## src/rtl/vga_pkg.sv

```systemverilog
// Shared types and default geometry for the VGA frame-buffer write path.
// Optional clipping of off-screen writes is enabled by defining VGA_FB_CLIP_EN.
package vga_pkg;

  localparam int HD_DEFAULT = 1280;
  localparam int VD_DEFAULT = 1024;
  localparam int CW_DEFAULT = 11;

  typedef enum logic [1:0] {
    BLACK = 2'd0,
    WHITE = 2'd1,
    BLUE  = 2'd2,
    GREEN = 2'd3
  } color_t;

  typedef enum logic [1:0] {
    FILL_IDLE = 2'd0,
    FILL_RUN  = 2'd1,
    FILL_DONE = 2'd2
  } fill_state_t;

endpackage

```

## src/rtl/vga_rect_walker.sv

```systemverilog
// Raster walker for the fill engine: latches a rectangle and steps x fastest,
// one pixel per advance. Counters are one bit wider than the coordinates.
module vga_rect_walker
  import vga_pkg::*;
#(
  parameter int CW = CW_DEFAULT
) (
  input  logic          clk,
  input  logic          rst_n,
  input  logic          load_i,
  input  logic          advance_i,
  input  logic [CW-1:0] x0_i,
  input  logic [CW-1:0] y0_i,
  input  logic [CW:0]   w_i,
  input  logic [CW:0]   h_i,
  output logic [CW:0]   x_o,
  output logic [CW:0]   y_o,
  output logic          last_o
);

  localparam logic [CW:0] ONE = (CW+1)'(1);

  logic [CW-1:0] x0_q, x0_d;
  logic [CW:0]   x_end_q, x_end_d;
  logic [CW:0]   y_end_q, y_end_d;
  logic [CW:0]   x_q, x_d;
  logic [CW:0]   y_q, y_d;

  always_comb begin
    // NOTE: every signal gets a default first so no path can infer a latch.
    x0_d    = x0_q;
    x_end_d = x_end_q;
    y_end_d = y_end_q;
    x_d     = x_q;
    y_d     = y_q;
    if (load_i) begin
      x0_d    = x0_i;
      x_end_d = {1'b0, x0_i} + w_i - ONE;
      y_end_d = {1'b0, y0_i} + h_i - ONE;
      x_d     = {1'b0, x0_i};
      y_d     = {1'b0, y0_i};
    end else if (advance_i) begin
      if (x_q == x_end_q) begin
        x_d = {1'b0, x0_q};
        y_d = y_q + ONE;
      end else begin
        x_d = x_q + ONE;
      end
    end
  end

  always_ff @(posedge clk or negedge rst_n) begin
    if (!rst_n) begin
      x0_q    <= '0;
      x_end_q <= '0;
      y_end_q <= '0;
      x_q     <= '0;
      y_q     <= '0;
    end else begin
      // NOTE: non-blocking so every flop samples pre-edge values.
      x0_q    <= x0_d;
      x_end_q <= x_end_d;
      y_end_q <= y_end_d;
      x_q     <= x_d;
      y_q     <= y_d;
    end
  end

  assign x_o    = x_q;
  assign y_o    = y_q;
  assign last_o = (x_q == x_end_q) && (y_q == y_end_q);

endmodule

```

## src/rtl/vga_fb_write_ctrl.sv

```systemverilog
// Frame-buffer write-port controller: round-robin between CPU pixel writes and
// the rectangle fill/clear engine. VGA_FB_CLIP_EN suppresses off-screen writes.
module vga_fb_write_ctrl
  import vga_pkg::*;
#(
  parameter int HD = HD_DEFAULT,
  parameter int VD = VD_DEFAULT,
  parameter int CW = CW_DEFAULT
) (
  input  logic          clk50mhz_i,
  input  logic          arstn_i,
  input  logic          cpu_req_i,
  input  logic [CW-1:0] cpu_x_i,
  input  logic [CW-1:0] cpu_y_i,
  input  logic [1:0]    cpu_color_i,
  output logic          cpu_ack_o,
  input  logic          fill_start_i,
  input  logic [CW-1:0] fill_x0_i,
  input  logic [CW-1:0] fill_y0_i,
  input  logic [CW:0]   fill_w_i,
  input  logic [CW:0]   fill_h_i,
  input  logic [1:0]    fill_color_i,
  input  logic          clear_i,
  output logic          fill_busy_o,
  output logic          fill_done_o,
  output logic [1:0]    color_o,
  output logic [CW-1:0] addr_x_o,
  output logic [CW-1:0] addr_y_o,
  output logic          we_o
);

`ifdef VGA_FB_CLIP_EN
  localparam bit CLIP_EN = 1'b1;
`else
  localparam bit CLIP_EN = 1'b0;
`endif

  localparam logic [CW:0] HD_C = (CW+1)'(HD);
  localparam logic [CW:0] VD_C = (CW+1)'(VD);

  fill_state_t   state_q, state_d;
  logic          busy_q, busy_d;
  logic          done_q, done_d;
  logic          we_q, we_d;
  logic          ack_q, ack_d;
  logic          last_cpu_q, last_cpu_d;
  color_t        color_q, color_d;
  color_t        fill_color_q, fill_color_d;
  logic [CW-1:0] x_q, x_d;
  logic [CW-1:0] y_q, y_d;

  logic          start_any, load, empty;
  logic [CW-1:0] sel_x0, sel_y0;
  logic [CW:0]   sel_w, sel_h;
  logic [CW:0]   fx, fy;
  logic          flast;

  logic          cpu_elig, fill_elig, grant_cpu, grant_fill, granted, oob;
  logic [CW:0]   gx, gy;
  color_t        gcolor;

  // Clear takes priority over a simultaneous fill start.
  assign start_any = fill_start_i | clear_i;
  assign load      = (state_q == FILL_IDLE) && start_any;
  assign sel_x0    = clear_i ? '0   : fill_x0_i;
  assign sel_y0    = clear_i ? '0   : fill_y0_i;
  assign sel_w     = clear_i ? HD_C : fill_w_i;
  assign sel_h     = clear_i ? VD_C : fill_h_i;
  assign empty     = (sel_w == '0) || (sel_h == '0);

  vga_rect_walker #(.CW(CW)) u_walker (
    .clk       (clk50mhz_i),
    .rst_n     (arstn_i),
    .load_i    (load),
    .advance_i (grant_fill),
    .x0_i      (sel_x0),
    .y0_i      (sel_y0),
    .w_i       (sel_w),
    .h_i       (sel_h),
    .x_o       (fx),
    .y_o       (fy),
    .last_o    (flast)
  );

  // The CPU is masked in its own ack cycle so a held request is not re-issued.
  assign cpu_elig   = cpu_req_i && !ack_q;
  assign fill_elig  = (state_q == FILL_RUN);
  assign grant_cpu  = cpu_elig && (!fill_elig || !last_cpu_q);
  assign grant_fill = fill_elig && !grant_cpu;
  assign granted    = grant_cpu || grant_fill;

  assign gx     = grant_cpu ? {1'b0, cpu_x_i} : fx;
  assign gy     = grant_cpu ? {1'b0, cpu_y_i} : fy;
  assign gcolor = grant_cpu ? color_t'(cpu_color_i) : fill_color_q;
  assign oob    = (gx >= HD_C) || (gy >= VD_C);

  always_comb begin
    state_d      = state_q;
    busy_d       = busy_q;
    done_d       = 1'b0;
    fill_color_d = fill_color_q;
    last_cpu_d   = last_cpu_q;
    we_d         = granted && !(CLIP_EN && oob);
    ack_d        = grant_cpu;
    x_d          = x_q;
    y_d          = y_q;
    color_d      = color_q;

    if (granted) begin
      x_d        = gx[CW-1:0];
      y_d        = gy[CW-1:0];
      color_d    = gcolor;
      last_cpu_d = grant_cpu;
    end

    case (state_q)
      FILL_IDLE: begin
        if (start_any) begin
          fill_color_d = clear_i ? BLACK : color_t'(fill_color_i);
          busy_d       = 1'b1;
          if (empty) begin
            state_d = FILL_DONE;
            done_d  = 1'b1;
          end else begin
            state_d = FILL_RUN;
          end
        end
      end
      FILL_RUN: begin
        // Done is raised together with the write of the last pixel.
        if (grant_fill && flast) begin
          state_d = FILL_DONE;
          done_d  = 1'b1;
        end
      end
      FILL_DONE: begin
        state_d = FILL_IDLE;
        busy_d  = 1'b0;
      end
      default: begin
        state_d = FILL_IDLE;
        busy_d  = 1'b0;
      end
    endcase
  end

  always_ff @(posedge clk50mhz_i or negedge arstn_i) begin
    if (!arstn_i) begin
      state_q      <= FILL_IDLE;
      busy_q       <= 1'b0;
      done_q       <= 1'b0;
      we_q         <= 1'b0;
      ack_q        <= 1'b0;
      last_cpu_q   <= 1'b1;
      color_q      <= BLACK;
      fill_color_q <= BLACK;
      x_q          <= '0;
      y_q          <= '0;
    end else begin
      state_q      <= state_d;
      busy_q       <= busy_d;
      done_q       <= done_d;
      we_q         <= we_d;
      ack_q        <= ack_d;
      last_cpu_q   <= last_cpu_d;
      color_q      <= color_d;
      fill_color_q <= fill_color_d;
      x_q          <= x_d;
      y_q          <= y_d;
    end
  end

  assign cpu_ack_o   = ack_q;
  assign fill_busy_o = busy_q;
  assign fill_done_o = done_q;
  assign we_o        = we_q;
  assign color_o     = color_q;
  assign addr_x_o    = x_q;
  assign addr_y_o    = y_q;

endmodule

```

## config.mk

```make
export PLATFORM = sky130hd
export DESIGN_NAME = vga_fb_write_ctrl
export DESIGN_NICKNAME = d
export VERILOG_FILES = /design/src/rtl/vga_pkg.sv /design/src/rtl/vga_rect_walker.sv /design/src/rtl/vga_fb_write_ctrl.sv
export SDC_FILE = /design/constraint.sdc
export NUM_CORES = 1
export LEC_CHECK = 0
export CORE_MARGIN = 2
export CORE_UTILIZATION = 54
export DETAILED_ROUTE_END_ITERATION = 8
export GPL_TIMING_DRIVEN = 0
export PLACE_DENSITY_LB_ADDON = 0.2
export SLEW_MARGIN = 5
export SYNTH_ARGS = -nofsm -noshare
export SYNTH_HDL_FRONTEND = slang
export SYNTH_SLANG_ARGS = --single-unit
```

## constraint.sdc

```tcl
create_clock -name clk50mhz_i -period 2.5 [get_ports clk50mhz_i]
set_clock_uncertainty 0.05 [all_clocks]
set_input_delay 0.25 -clock clk50mhz_i [delete_from_list [all_inputs] [get_ports clk50mhz_i]]
set_output_delay 0.25 -clock clk50mhz_i [all_outputs]
set_load 0.03 [all_outputs]
```

==> impl_metrics.toml <==
[run_status]
outcome = "finished, violations left"
violations = "setup timing"

[worst_hold_path]
whs_endpoint = "u_walker.x_o[3]"
min_delay_path_depth = 3
hp-class = "in2reg"
hold_start = "fill_x0_i[3]"

[floorplanning]
rows = 38
core_area_um2 = 10800
die_height_um = 109
dieArea_um2 = 11900
pin_count = 105
initial_core_util = 0.551
fp.dieW_um = 109

[power_and_ir_drop]
p_clk_frac = 0.130
sw_frac_of_total = 0.428
p_leak_uw = 0.00392
seqPwrFrac = 0.352
finalPower_uw = 7350
vdd_drop_max_v = 0.000621
intPower_uw = 4210
p_per_area_nw_per_um2 = 910
p_comb_frac = 0.518
p_sw_uw = 3140

[cts]
cts_buffer_depth = 2
clockRootBuffer = "clkbuf_8"
h-tree-depth = 3
cts_tree = "built"
cts.sinks = 92
numCtsBuffers = 9
clkLatencyLatePin_ps = 370
clk_pin_slew_worst_paths_ps = 80

[yosys]
synth_top_cell_area_share = 0.383
synth-compound-area-share = 0.160
yosys.area_share.simple = 0.208
ys_types = 56
synth_adder_area_share = 0.0993
synth_top_cells_by_count = "dfrtp_1, nand2_1, nor2_1, inv_1, nand2b_1"
netlist_instances = 669
synth_mux_area_frac = 0.0172
synthArstFlopShare = 1.00
ys_warn_count = 0
ys_ff_latch = 92
synth_xor_area_frac = 0.0730
syn_area_per_cell_um2 = 8.89
syn-cell-area_um2 = 5950
ys.flop_type = "dfrtp_1"
yosysSeqAreaShare = 0.387
synth_top_family_by_area = "simple AND/OR/NAND/NOR gates"
synth.net_count = 792
synth-edff-count = 0
yosysMostFrequentCell = "dfrtp_1"
synth.area.top_cells = "dfrtp_1, ha_1, nand2b_1, nand2_1, nor2_1"
yosysTopAreaCell = "dfrtp_1"

[global_route]
grt_pass1_wl_mm = 26.0
grt.total_usage = 0.288
grt_max_degree = 72
grt_pass1_vias = 5162
antenna_found_initial = 0
grt-ovfl-total = 0

[detailed_routing]
routed_via_density = 5.77
totalWireLength_mm = 17.1
postRouteAntennaNets = 0
drtIter0Drc = 403
drt-wirelength-per-cell_um = 17.9
vias = 5521
dr.pass1.iters = 7
drt_drc_violations_left = 0

[sta]
tightestPinTransition_ps = 773
setup_viol = 4
clock.fmax_mhz = 389
relSlewSlack = 0.485
hold_viol_final = 0
period_minus_slack_ps = 2570
slew_violations = 0
rsz0062_at_grt = "true"
finalCritPeriodShare = 1.03
final.setup.worst_slack_ps = -67.6

[final_layout]
area_growth_pct = 35.8
drive_gt1_frac = 0.148
nets = 935
num_antenna_cells = 0
utilization = 0.749
n_fill_cell = 784

[setup_path]
rr_worst_depth = 7
path_cells = "buf_8 > buf_8 > buf_6 > nand2b_4 > ha_4 > inv_2 > ha_4 > fa_2 > a21oi_2 > nor2_2 > o31a_1 > o21a_1 > o21a_1 > o31ai_2"
cp.required_ps = 2730
end_kind = "register"
reg2reg_from = "cpu_ack_o"
rr_endpoint = "u_walker.x_o[0]"
setup.worst_path.start_class = "input port"
cp_slowest_cell = "fa_2"
critPathKind = "in2reg"
slowest_delay_ps = 400
arrival_ps = 2800
cp_max_fo = 5
regToRegSetupSlack_ps = 160

[placed_design]
io_buffer_count = 104
dp_hpwl_mm = 12.4
place_ws_ps = -978
gp_congestion = 0.913

[run]
maxCapViolCount = 0
-- cells by family (layout without fill, tap and decap cells) --
group	Yosys count	count (layout)
and+or+nand+nor	247	247
muxes	10	10
AOI/OAI and AO/OA	146	146
buffers and inverters	81	229
adders and majority gates	46	46
DFF	92	92
xor gates and xnor gates	47	47
-- worst max path at each step --
stage	from	to	slack, ps
floorplan	clear_i	u_walker.x_end_q[9]	-110
global placement	arstn_i	u_walker.y_end_q[11]	-2050
detailed placement	clear_i	u_walker.y_end_q[10]	-980
CTS	clear_i	u_walker.y_end_q[9]	-90
global route	fill_x0_i[0]	u_walker.x_end_q[9]	-160
finish	clear_i	u_walker.x_end_q[9]	-70
-- flip-flops by register name, summed over array words and instances (netlist names) --
| signal | flops |
|---|---|
| addr_x_o | 11 |
| addr_y_o | 11 |
| color_o | 2 |
| cpu_ack_o | 1 |
| fill_busy_o | 1 |
| fill_color_q | 2 |
| fill_done_o | 1 |
| last_cpu_q | 1 |
| state_q | 2 |
| u_walker.x0_q | 11 |
| u_walker.x_end_q | 12 |
| u_walker.x_o | 12 |
| u_walker.y_end_q | 12 |
| u_walker.y_o | 12 |
| we_o | 1 |
-- area by class of cell --
type / count / area [µm²] / area share
clock inverter: 3 / 40.0 / 0.00496
sequential: 92 / 2300 / 0.285
inverter: 47 / 181 / 0.0225
clock buffer: 13 / 139 / 0.0172
multi-input combinational: 496 / 3700 / 0.459
timing repair buffer: 132 / 1320 / 0.163
buffer: 34 / 216 / 0.0268
tap: 140 / 175 / 0.0217
-- metrics by stage --
stage | std cells | setup TNS [ps] | instance area, µm² | hold slack (ps)
final | 957 | -114 | 8080 | 181
after global routing | 957 | -467 | 8080 | 195
after CTS | 948 | -144 | 7760 | 270
after detailed placement | 914 | -12180 | 7360 | 113
after global placement | 913 | -198190 | 7340 | 410
after floorplan | 669 | -513 | 6120 | -95.6
-- cells in the final DEF, fill, tap and decap left out, types with 10 or more instances in the layout --
cell type         n
nand3_1          10
dfrtp_1          91
a21oi_1          15
o21a_1           18
nand2b_4         15
ha_1             28
inv_1            38
o21ai_0          33
xnor2_1          18
a21o_1           10
nor2_1           64
clkdlybuf4s50_1  85
ha_4             16
o22ai_1          22
buf_4            25
nand2b_1         30
dlymetal6s2s_1   15
nand2_1          67
xor2_1           25
clkbuf_1         19
-- critical path, delay by kind of cell --
family,cells,cell delay [ps]
AOI/OAI and AO/OA,5,1130
adders and majority gates,3,820
buffers and inverters,4,390
and+or+nand+nor,2,210
-- power groups by stage --
stage,Sequential [µW],Clock (µW),Combinational (µW)
after floorplan,2850,0,2140
after global placement,2580,0,3470
after detailed placement,2610,0,3600
after CTS,2570,959,3680
after global routing,2650,1020,4190
final,2590,955,3810
-- routing by layer --
metal,track usage,share of wire,vias up
met1,0.382,0.43,2612
met3,0.0598,0.079,38
met2,0.464,0.47,268
met5,0,0,-
li1,-,-,2603
met4,0.110,0.028,0
-- timing repair --
| action | CTS | global route |
|---|---|---|
| pin swaps | 13 | 34 |
| gates resized for setup | 22 | 55 |
| hold endpoints to repair | 21 | 0 |
| hold buffers | 1 | 0 |
| cloned | 1 | 0 |
| endpoints found under the setup margin | 14 | 11 |
| buffers inserted | 17 | 10 |
No activity file was read; power rests on OpenSTA's default activity.
